File: config.mk
export PLATFORM = sky130hd
export DESIGN_NAME = multicycle_control_fsm
export DESIGN_NICKNAME = d
export VERILOG_FILES = /design/src/rtl/multicycle_control_fsm.sv
export SDC_FILE = /design/constraint.sdc
export NUM_CORES = 1
export LEC_CHECK = 0
export ABC_AREA = 0
export CAP_MARGIN = 20
export CORE_MARGIN = 1
export CORE_UTILIZATION = 48
export CTS_CLUSTER_DIAMETER = 50
export DETAILED_ROUTE_END_ITERATION = 12
export GPL_TIMING_DRIVEN = 1
export HOLD_SLACK_MARGIN = 0.15
export PLACE_DENSITY = 0.85
export SLEW_MARGIN = 0
export SYNTH_ARGS = -nofsm -noshare
export SYNTH_HDL_FRONTEND = slang
export SYNTH_SLANG_ARGS = --single-unit
File: constraint.sdc
create_clock -name clk -period 5.1 [get_ports clk]
set_clock_uncertainty 0.1 [all_clocks]
set_input_delay 1.02 -clock clk [delete_from_list [all_inputs] [get_ports clk]]
set_output_delay 1.02 -clock clk [all_outputs]
set_load 0.01 [all_outputs]
File: src/rtl/multicycle_control_fsm.sv
// -----------------------------------------------------------------------------
// multicycle_control_fsm
//
// Sequencing controller for the multi-cycle 32-bit core. Each instruction held
// in the IR is walked through FETCH -> DECODE -> EXEC -> MEM -> WB (skipping the
// phases its class does not need). The controller also drives the datapath
// strobes, waits on the instruction/data memory ready handshakes, gives up with
// a timeout, honours the stop bit and counts retired instructions.
//
// Ports
//   clk          rising-edge clock
//   rst          asynchronous, active-low reset
//   instruction  current IR contents: [31]=stop, [30:29]=type, [4:0]=opcode
//   zero         ALU zero flag, used by BEQ in EXEC
//   imem_ready   instruction memory has data valid this cycle
//   dmem_ready   data memory has completed the access this cycle
//   imem_req     instruction fetch request
//   ir_write     load the IR
//   pc_write     update the PC
//   pc_src       PC source: 01 = PC+1, 10 = jump concat, 11 = branch target
//   dmem_req     data memory request
//   mem_read     data memory read (LW)
//   mem_write    data memory write (SW)
//   reg_write    register file write enable
//   link_sel     writeback data = PC (JAL link)
//   state        current state, for debug
//   halted       sticky, set when the stop bit retires
//   illegal      sticky, set on an illegal instruction
//   timeout      sticky, set on a memory timeout
//   instret      retired-instruction count, wraps modulo 2^CNT_W
// -----------------------------------------------------------------------------
module multicycle_control_fsm #(
    parameter int TIMEOUT = 16,
    parameter int CNT_W   = 16
) (
    input  logic             clk,
    input  logic             rst,
    input  logic [31:0]      instruction,
    input  logic             zero,
    input  logic             imem_ready,
    input  logic             dmem_ready,
    output logic             imem_req,
    output logic             ir_write,
    output logic             pc_write,
    output logic [1:0]       pc_src,
    output logic             dmem_req,
    output logic             mem_read,
    output logic             mem_write,
    output logic             reg_write,
    output logic             link_sel,
    output logic [2:0]       state,
    output logic             halted,
    output logic             illegal,
    output logic             timeout,
    output logic [CNT_W-1:0] instret
);

    typedef enum logic [2:0] {
        S_IDLE   = 3'd0,
        S_FETCH  = 3'd1,
        S_DECODE = 3'd2,
        S_EXEC   = 3'd3,
        S_MEM    = 3'd4,
        S_WB     = 3'd5,
        S_HALT   = 3'd6,
        S_ERROR  = 3'd7
    } state_e;

    typedef enum logic [2:0] {
        C_ALU,   // R ALU, I ALU-imm and S shift all take the EXEC -> WB path
        C_LW,
        C_SW,
        C_BEQ,
        C_J,
        C_JAL,
        C_ILL
    } iclass_e;

    localparam logic [1:0] PC_PLUS1  = 2'b01;
    localparam logic [1:0] PC_JUMP   = 2'b10;
    localparam logic [1:0] PC_BRANCH = 2'b11;

    // The wait counter only has to reach TIMEOUT-1: the timeout fires on the
    // cycle that would otherwise increment past it.
    localparam int              WC_W      = (TIMEOUT > 1) ? $clog2(TIMEOUT) : 1;
    localparam logic [WC_W-1:0] WAIT_LAST = WC_W'(TIMEOUT - 1);

    state_e           state_q, state_d;
    logic [WC_W-1:0]  wait_cnt_q, wait_cnt_d;
    logic [CNT_W-1:0] instret_q, instret_d;
    logic             halted_q, halted_d;
    logic             illegal_q, illegal_d;
    logic             timeout_q, timeout_d;
    logic             retire;

    logic [1:0] i_type;
    logic [4:0] i_op;
    iclass_e    iclass;

    assign i_type = instruction[30:29];
    assign i_op   = instruction[4:0];

    // Operand/immediate fields are consumed by the datapath, not here.
    logic unused_ir_bits;
    assign unused_ir_bits = ^instruction[28:5];

    // -------------------------------------------------------------------------
    // Instruction class decode
    // -------------------------------------------------------------------------
    always_comb begin
        // NOTE: every signal written in a combinational block gets a default first, so no path leaves it unassigned and infers a latch.
        iclass = C_ILL;
        case (i_type)
            2'b00, 2'b11: begin
                if (i_op <= 5'd3) iclass = C_ALU;
            end
            2'b10: begin
                case (i_op)
                    5'd0, 5'd1: iclass = C_ALU;
                    5'd2:       iclass = C_LW;
                    5'd3:       iclass = C_SW;
                    5'd4:       iclass = C_BEQ;
                    default:    iclass = C_ILL;
                endcase
            end
            default: begin // 2'b01, jump class
                case (i_op)
                    5'd0:    iclass = C_J;
                    5'd1:    iclass = C_JAL;
                    default: iclass = C_ILL;
                endcase
            end
        endcase
    end

    // -------------------------------------------------------------------------
    // State register and counters
    // -------------------------------------------------------------------------
    always_ff @(posedge clk or negedge rst) begin
        // NOTE: sequential state uses non-blocking assignments so every register samples the pre-edge values.
        if (!rst) begin
            state_q    <= S_IDLE;
            wait_cnt_q <= '0;
            instret_q  <= '0;
            halted_q   <= 1'b0;
            illegal_q  <= 1'b0;
            timeout_q  <= 1'b0;
        end else begin
            state_q    <= state_d;
            wait_cnt_q <= wait_cnt_d;
            instret_q  <= instret_d;
            halted_q   <= halted_d;
            illegal_q  <= illegal_d;
            timeout_q  <= timeout_d;
        end
    end

    // -------------------------------------------------------------------------
    // Next state and strobes
    // -------------------------------------------------------------------------
    always_comb begin
        state_d    = state_q;
        wait_cnt_d = wait_cnt_q;
        instret_d  = instret_q;
        halted_d   = halted_q;
        illegal_d  = illegal_q;
        timeout_d  = timeout_q;
        retire     = 1'b0;
        imem_req   = 1'b0;
        ir_write   = 1'b0;
        pc_write   = 1'b0;
        pc_src     = 2'b00;
        dmem_req   = 1'b0;
        mem_read   = 1'b0;
        mem_write  = 1'b0;
        reg_write  = 1'b0;
        link_sel   = 1'b0;

        case (state_q)
            S_IDLE: state_d = S_FETCH;

            S_FETCH: begin
                imem_req = 1'b1;
                // Ready wins over the timeout, so data on the last allowed
                // cycle is still accepted.
                if (imem_ready) begin
                    ir_write = 1'b1;
                    pc_write = 1'b1;
                    pc_src   = PC_PLUS1;
                    state_d  = S_DECODE;
                end else if (wait_cnt_q == WAIT_LAST) begin
                    state_d   = S_ERROR;
                    timeout_d = 1'b1;
                end else begin
                    wait_cnt_d = wait_cnt_q + 1'b1;
                end
            end

            S_DECODE: begin
                case (iclass)
                    C_ILL: begin
                        state_d   = S_ERROR;
                        illegal_d = 1'b1;
                    end
                    C_J: begin
                        pc_write = 1'b1;
                        pc_src   = PC_JUMP;
                        retire   = 1'b1;
                    end
                    C_JAL: begin
                        pc_write = 1'b1;
                        pc_src   = PC_JUMP;
                        state_d  = S_WB;
                    end
                    default: state_d = S_EXEC;
                endcase
            end

            S_EXEC: begin
                case (iclass)
                    C_LW, C_SW: state_d = S_MEM;
                    C_BEQ: begin
                        pc_src   = PC_BRANCH;
                        pc_write = zero;
                        retire   = 1'b1;
                    end
                    default: state_d = S_WB;
                endcase
            end

            S_MEM: begin
                dmem_req  = 1'b1;
                mem_read  = (iclass == C_LW);
                mem_write = (iclass == C_SW);
                if (dmem_ready) begin
                    if (iclass == C_LW) state_d = S_WB;
                    else                retire  = 1'b1;
                end else if (wait_cnt_q == WAIT_LAST) begin
                    state_d   = S_ERROR;
                    timeout_d = 1'b1;
                end else begin
                    wait_cnt_d = wait_cnt_q + 1'b1;
                end
            end

            S_WB: begin
                reg_write = 1'b1;
                link_sel  = (iclass == C_JAL);
                retire    = 1'b1;
            end

            default: ; // HALT and ERROR hold until reset
        endcase

        // Retire is the cycle that leaves an instruction's final state; the
        // stop bit decides whether the core keeps fetching.
        if (retire) begin
            instret_d = instret_q + 1'b1;
            state_d   = instruction[31] ? S_HALT : S_FETCH;
        end

        if (state_d == S_HALT) halted_d = 1'b1;

        // Every FETCH or MEM visit starts with a fresh wait budget.
        if (state_d != state_q) wait_cnt_d = '0;
    end

    assign state   = state_q;
    assign halted  = halted_q;
    assign illegal = illegal_q;
    assign timeout = timeout_q;
    assign instret = instret_q;

endmodule

==> results.json <==
{
  "utilization_pct": 65.2,
  "fin_setup_tns_ps": 0,
  "hold_buffers": 0,
  "start_util_pct": 50.2,
  "timing.reg2reg.setup_slack_ps": 2240,
  "p_clk_share_pct": 15.5,
  "track_usage_pct": 21.1,
  "path_cells": "clkdlybuf4s50_1 > inv_1 > ha_1 > nor3_4 > nand4_2 > or4_1 > inv_1 > nand2_1 > a31oi_1 > clkdlybuf4s50_1",
  "reg2reg_from": "state[0]$_DFF_PN0_",
  "crit_start": "instruction[30]",
  "yosysWarnings": 0,
  "drt_iter0_drc": 98,
  "grtUsageMet1_pct": 27.7,
  "synth_edf_count": 0,
  "setup_ws_ps": 252,
  "synth_top_area_share_pct": 35.4,
  "ant_nets": 0,
  "clk_root_buffer_cell": "clkbuf_8",
  "drt-wirelength-per-cell_um": 13.5,
  "synth_cell_types": 51,
  "clk_pin_slew_ps": 90,
  "dr_total_vias": 1676,
  "preCtsSetupSlack_ps": 239,
  "die_area_mm2": 0.00408,
  "fmax_ghz": 0.206,
  "holdCritPathClass": "flip-flop to flip-flop",
  "min_path_cells": 1,
  "yosysSeqAreaShare_pct": 35.4,
  "boundaryPins": 69,
  "cp-end-kind": "primary output",
  "hp-start": "illegal$_DFFE_PN0P_",
  "grt_pass1_wl_um": 6810,
  "hold_viol": 0,
  "antenna_found_initial": 0,
  "layout-drive-gt1-share_pct": 7.09,
  "r2r_end": "wait_cnt_q[1]$_DFFE_PN0P_",
  "ys.flop_type": "dfrtp_1",
  "grt_pass1_vias": 1543,
  "grt-busiest-layer": "met2",
  "firstDrtPassIters": 4,
  "max_stage_delay_ps": 620,
  "synth_fp_nets": 253,
  "relSlewSlack_pct": 63.3,
  "rsz0062_at_grt": "false",
  "syn_avg_cell_area_um2": 8.72,
  "powerDensity_mw_per_mm2": 350,
  "layout_common_cells": "clkdlybuf4s50_1 (44), dfrtp_1 (26), nand2_1 (23)",
  "worstPathArrival_ps": 3730,
  "overflow": 0,
  "num_rows": 22,
  "cts_max_level": 1,
  "maxCapViolCount": 0,
  "finalSetupViolCount": 0,
  "die_h_um": 63.9,
  "grt_util_met2_pct": 34.3,
  "dp_hpwl_um": 3210,
  "worstHoldEndpoint": "illegal$_DFFE_PN0P_",
  "placed_cells": 298,
  "viasPerCell": 5.55,
  "min_period_over_period_pct": 95.1,
  "cts_made_buffers": 3,
  "slew_violations": 0,
  "grt_max_degree": 21,
  "syn_area_mm2": 0.00184,
  "worst_pin_slew_ps": 548,
  "use_met3_pct": 4.29,
  "timing.hold.ws_ps": 366,
  "synthToLayoutAreaGrowth_pct": 29.8,
  "cts_setup_buffers": 0,
  "yosys-top-cells-area": "dfrtp_1 (35%), nand2_1 (4.7%), xnor2_1 (4.3%)",
  "critPathSlowestCell": "or4_1",
  "syn-instance-count": 211,
  "status": "finished clean",
  "gp_congestion": 0.876,
  "swShare_pct": 40.2,
  "core-area_mm2": 0.00366,
  "yosysTopAreaCell": "dfrtp_1",
  "crit_required_ps": 3980,
  "crit_type": "input pin to primary output",
  "fin_nets": 297,
  "pwr-share-comb_pct": 48.1,
  "die_w_um": 63.9,
  "port_buffers": 44,
  "synth-seq-cells": 26,
  "vdd_ir_drop_max_uv": 250,
  "insertion_delay_ps": 270,
  "mostFrequentLayoutCell": "clkdlybuf4s50_1",
  "cts-resized-gates": 0,
  "crit_fanout": 6,
  "p_leak_nw": 1.03,
  "power.switching_uw": 336,
  "fillers": 316,
  "p_seq_share_pct": 36.4,
  "period_minus_slack_ps": 4850,
  "cts_tree": "done",
  "cts_buffer_depth": 2,
  "reg2regPathDepth": 7,
  "ys_async_sr_fraction_pct": 100,
  "critPathLaunchType": "input pin",
  "wirelength_um": 4070,
  "final_cell_count_no_fill": 302,
  "num_antenna_cells": 0,
  "drc": 0,
  "p_int_uw": 500,
  "cts_sinks": 26
}
==> worst max-delay path by stage <==
stage               endpoint  slack [ps]  depth (start not counted)
finish              pc_write         250                         10
global route        pc_write          90                         10
CTS                 pc_write         230                         10
detailed placement  pc_write         240                         10
global placement    pc_write         290                         10
floorplan           pc_write        1310                         10
==> state kept, by name, summed over array words and instances, names as in the netlist <==
signal      cells
halted          1
instret        16
state           3
wait_cnt_q      4
timeout         1
illegal         1
==> through the flow <==
stage | instance area, µm² | total power, mW
CTS | 2390 | 0.840
floorplan | 1840 | 0.559
detailed placement | 2330 | 0.705
global placement | 2320 | 0.698
finish | 2390 | 0.836
global route | 2390 | 0.897
==> kinds of logic after synthesis <==
| logic type | synth area share (%) |
|---|---|
| XOR/XNOR | 9.46 |
| adder cells (fa/ha/maj) | 3.40 |
| flip-flops | 35.4 |
| multiplexers | 0.544 |
| AO/OA/AOI/OAI | 19.0 |
| AND/OR/NAND/NOR | 28.2 |
| buffers and inverters | 4.08 |
==> cell usage after synthesis, types with 3 or more instances <==
master and count:
nand4_1 3, a31oi_1 6, a311o_1 3, o21ai_0 5, a211oi_1 5, nand2_1 23
xor2_1 9, nor3_1 15, a21o_1 3, a31o_2 3, clkbuf_1 3, and2_1 4
nand3_1 11, dfrtp_1 26, buf_2 3, xnor2_1 9, ha_1 5, inv_1 12
nor2_1 15, a21oi_1 12
==> power groups by stage <==
| stage | registers (mW) | logic, mW | clock network [mW] |
|---|---|---|---|
| floorplan | 0.285 | 0.274 | 0 |
| global placement | 0.308 | 0.391 | 0 |
| detailed placement | 0.307 | 0.399 | 0 |
| CTS | 0.304 | 0.402 | 0.134 |
| global route | 0.314 | 0.445 | 0.138 |
| finish | 0.304 | 0.402 | 0.130 |
==> routing by layer <==
layer  up-vias  routed length [µm]
met3         4                 205
met2        39                1930
met5         -                   0
met4         0                  35
li1        860                   -
met1       773                1890
==> worst max-delay path: cells and delay by family <==
family	cells	cell delay [ps]
and+or+nand+nor	4	1080
AOI/OAI and AO/OA	1	160
adders and majority gates	1	250
buffers and inverters	4	1200
==> final cells by class <==
cell class              instances  area (µm²)  share of cell area [%]
flip-flops and latches         26         651                    27.3
inverters                      12        45.0                    1.89
clock buffers                   4        55.1                    2.31
well taps                      48        60.1                    2.52
multi-input cells             166        1110                    46.6
repair buffers                 46         463                    19.4
No activity file was read; power rests on OpenSTA's default activity.
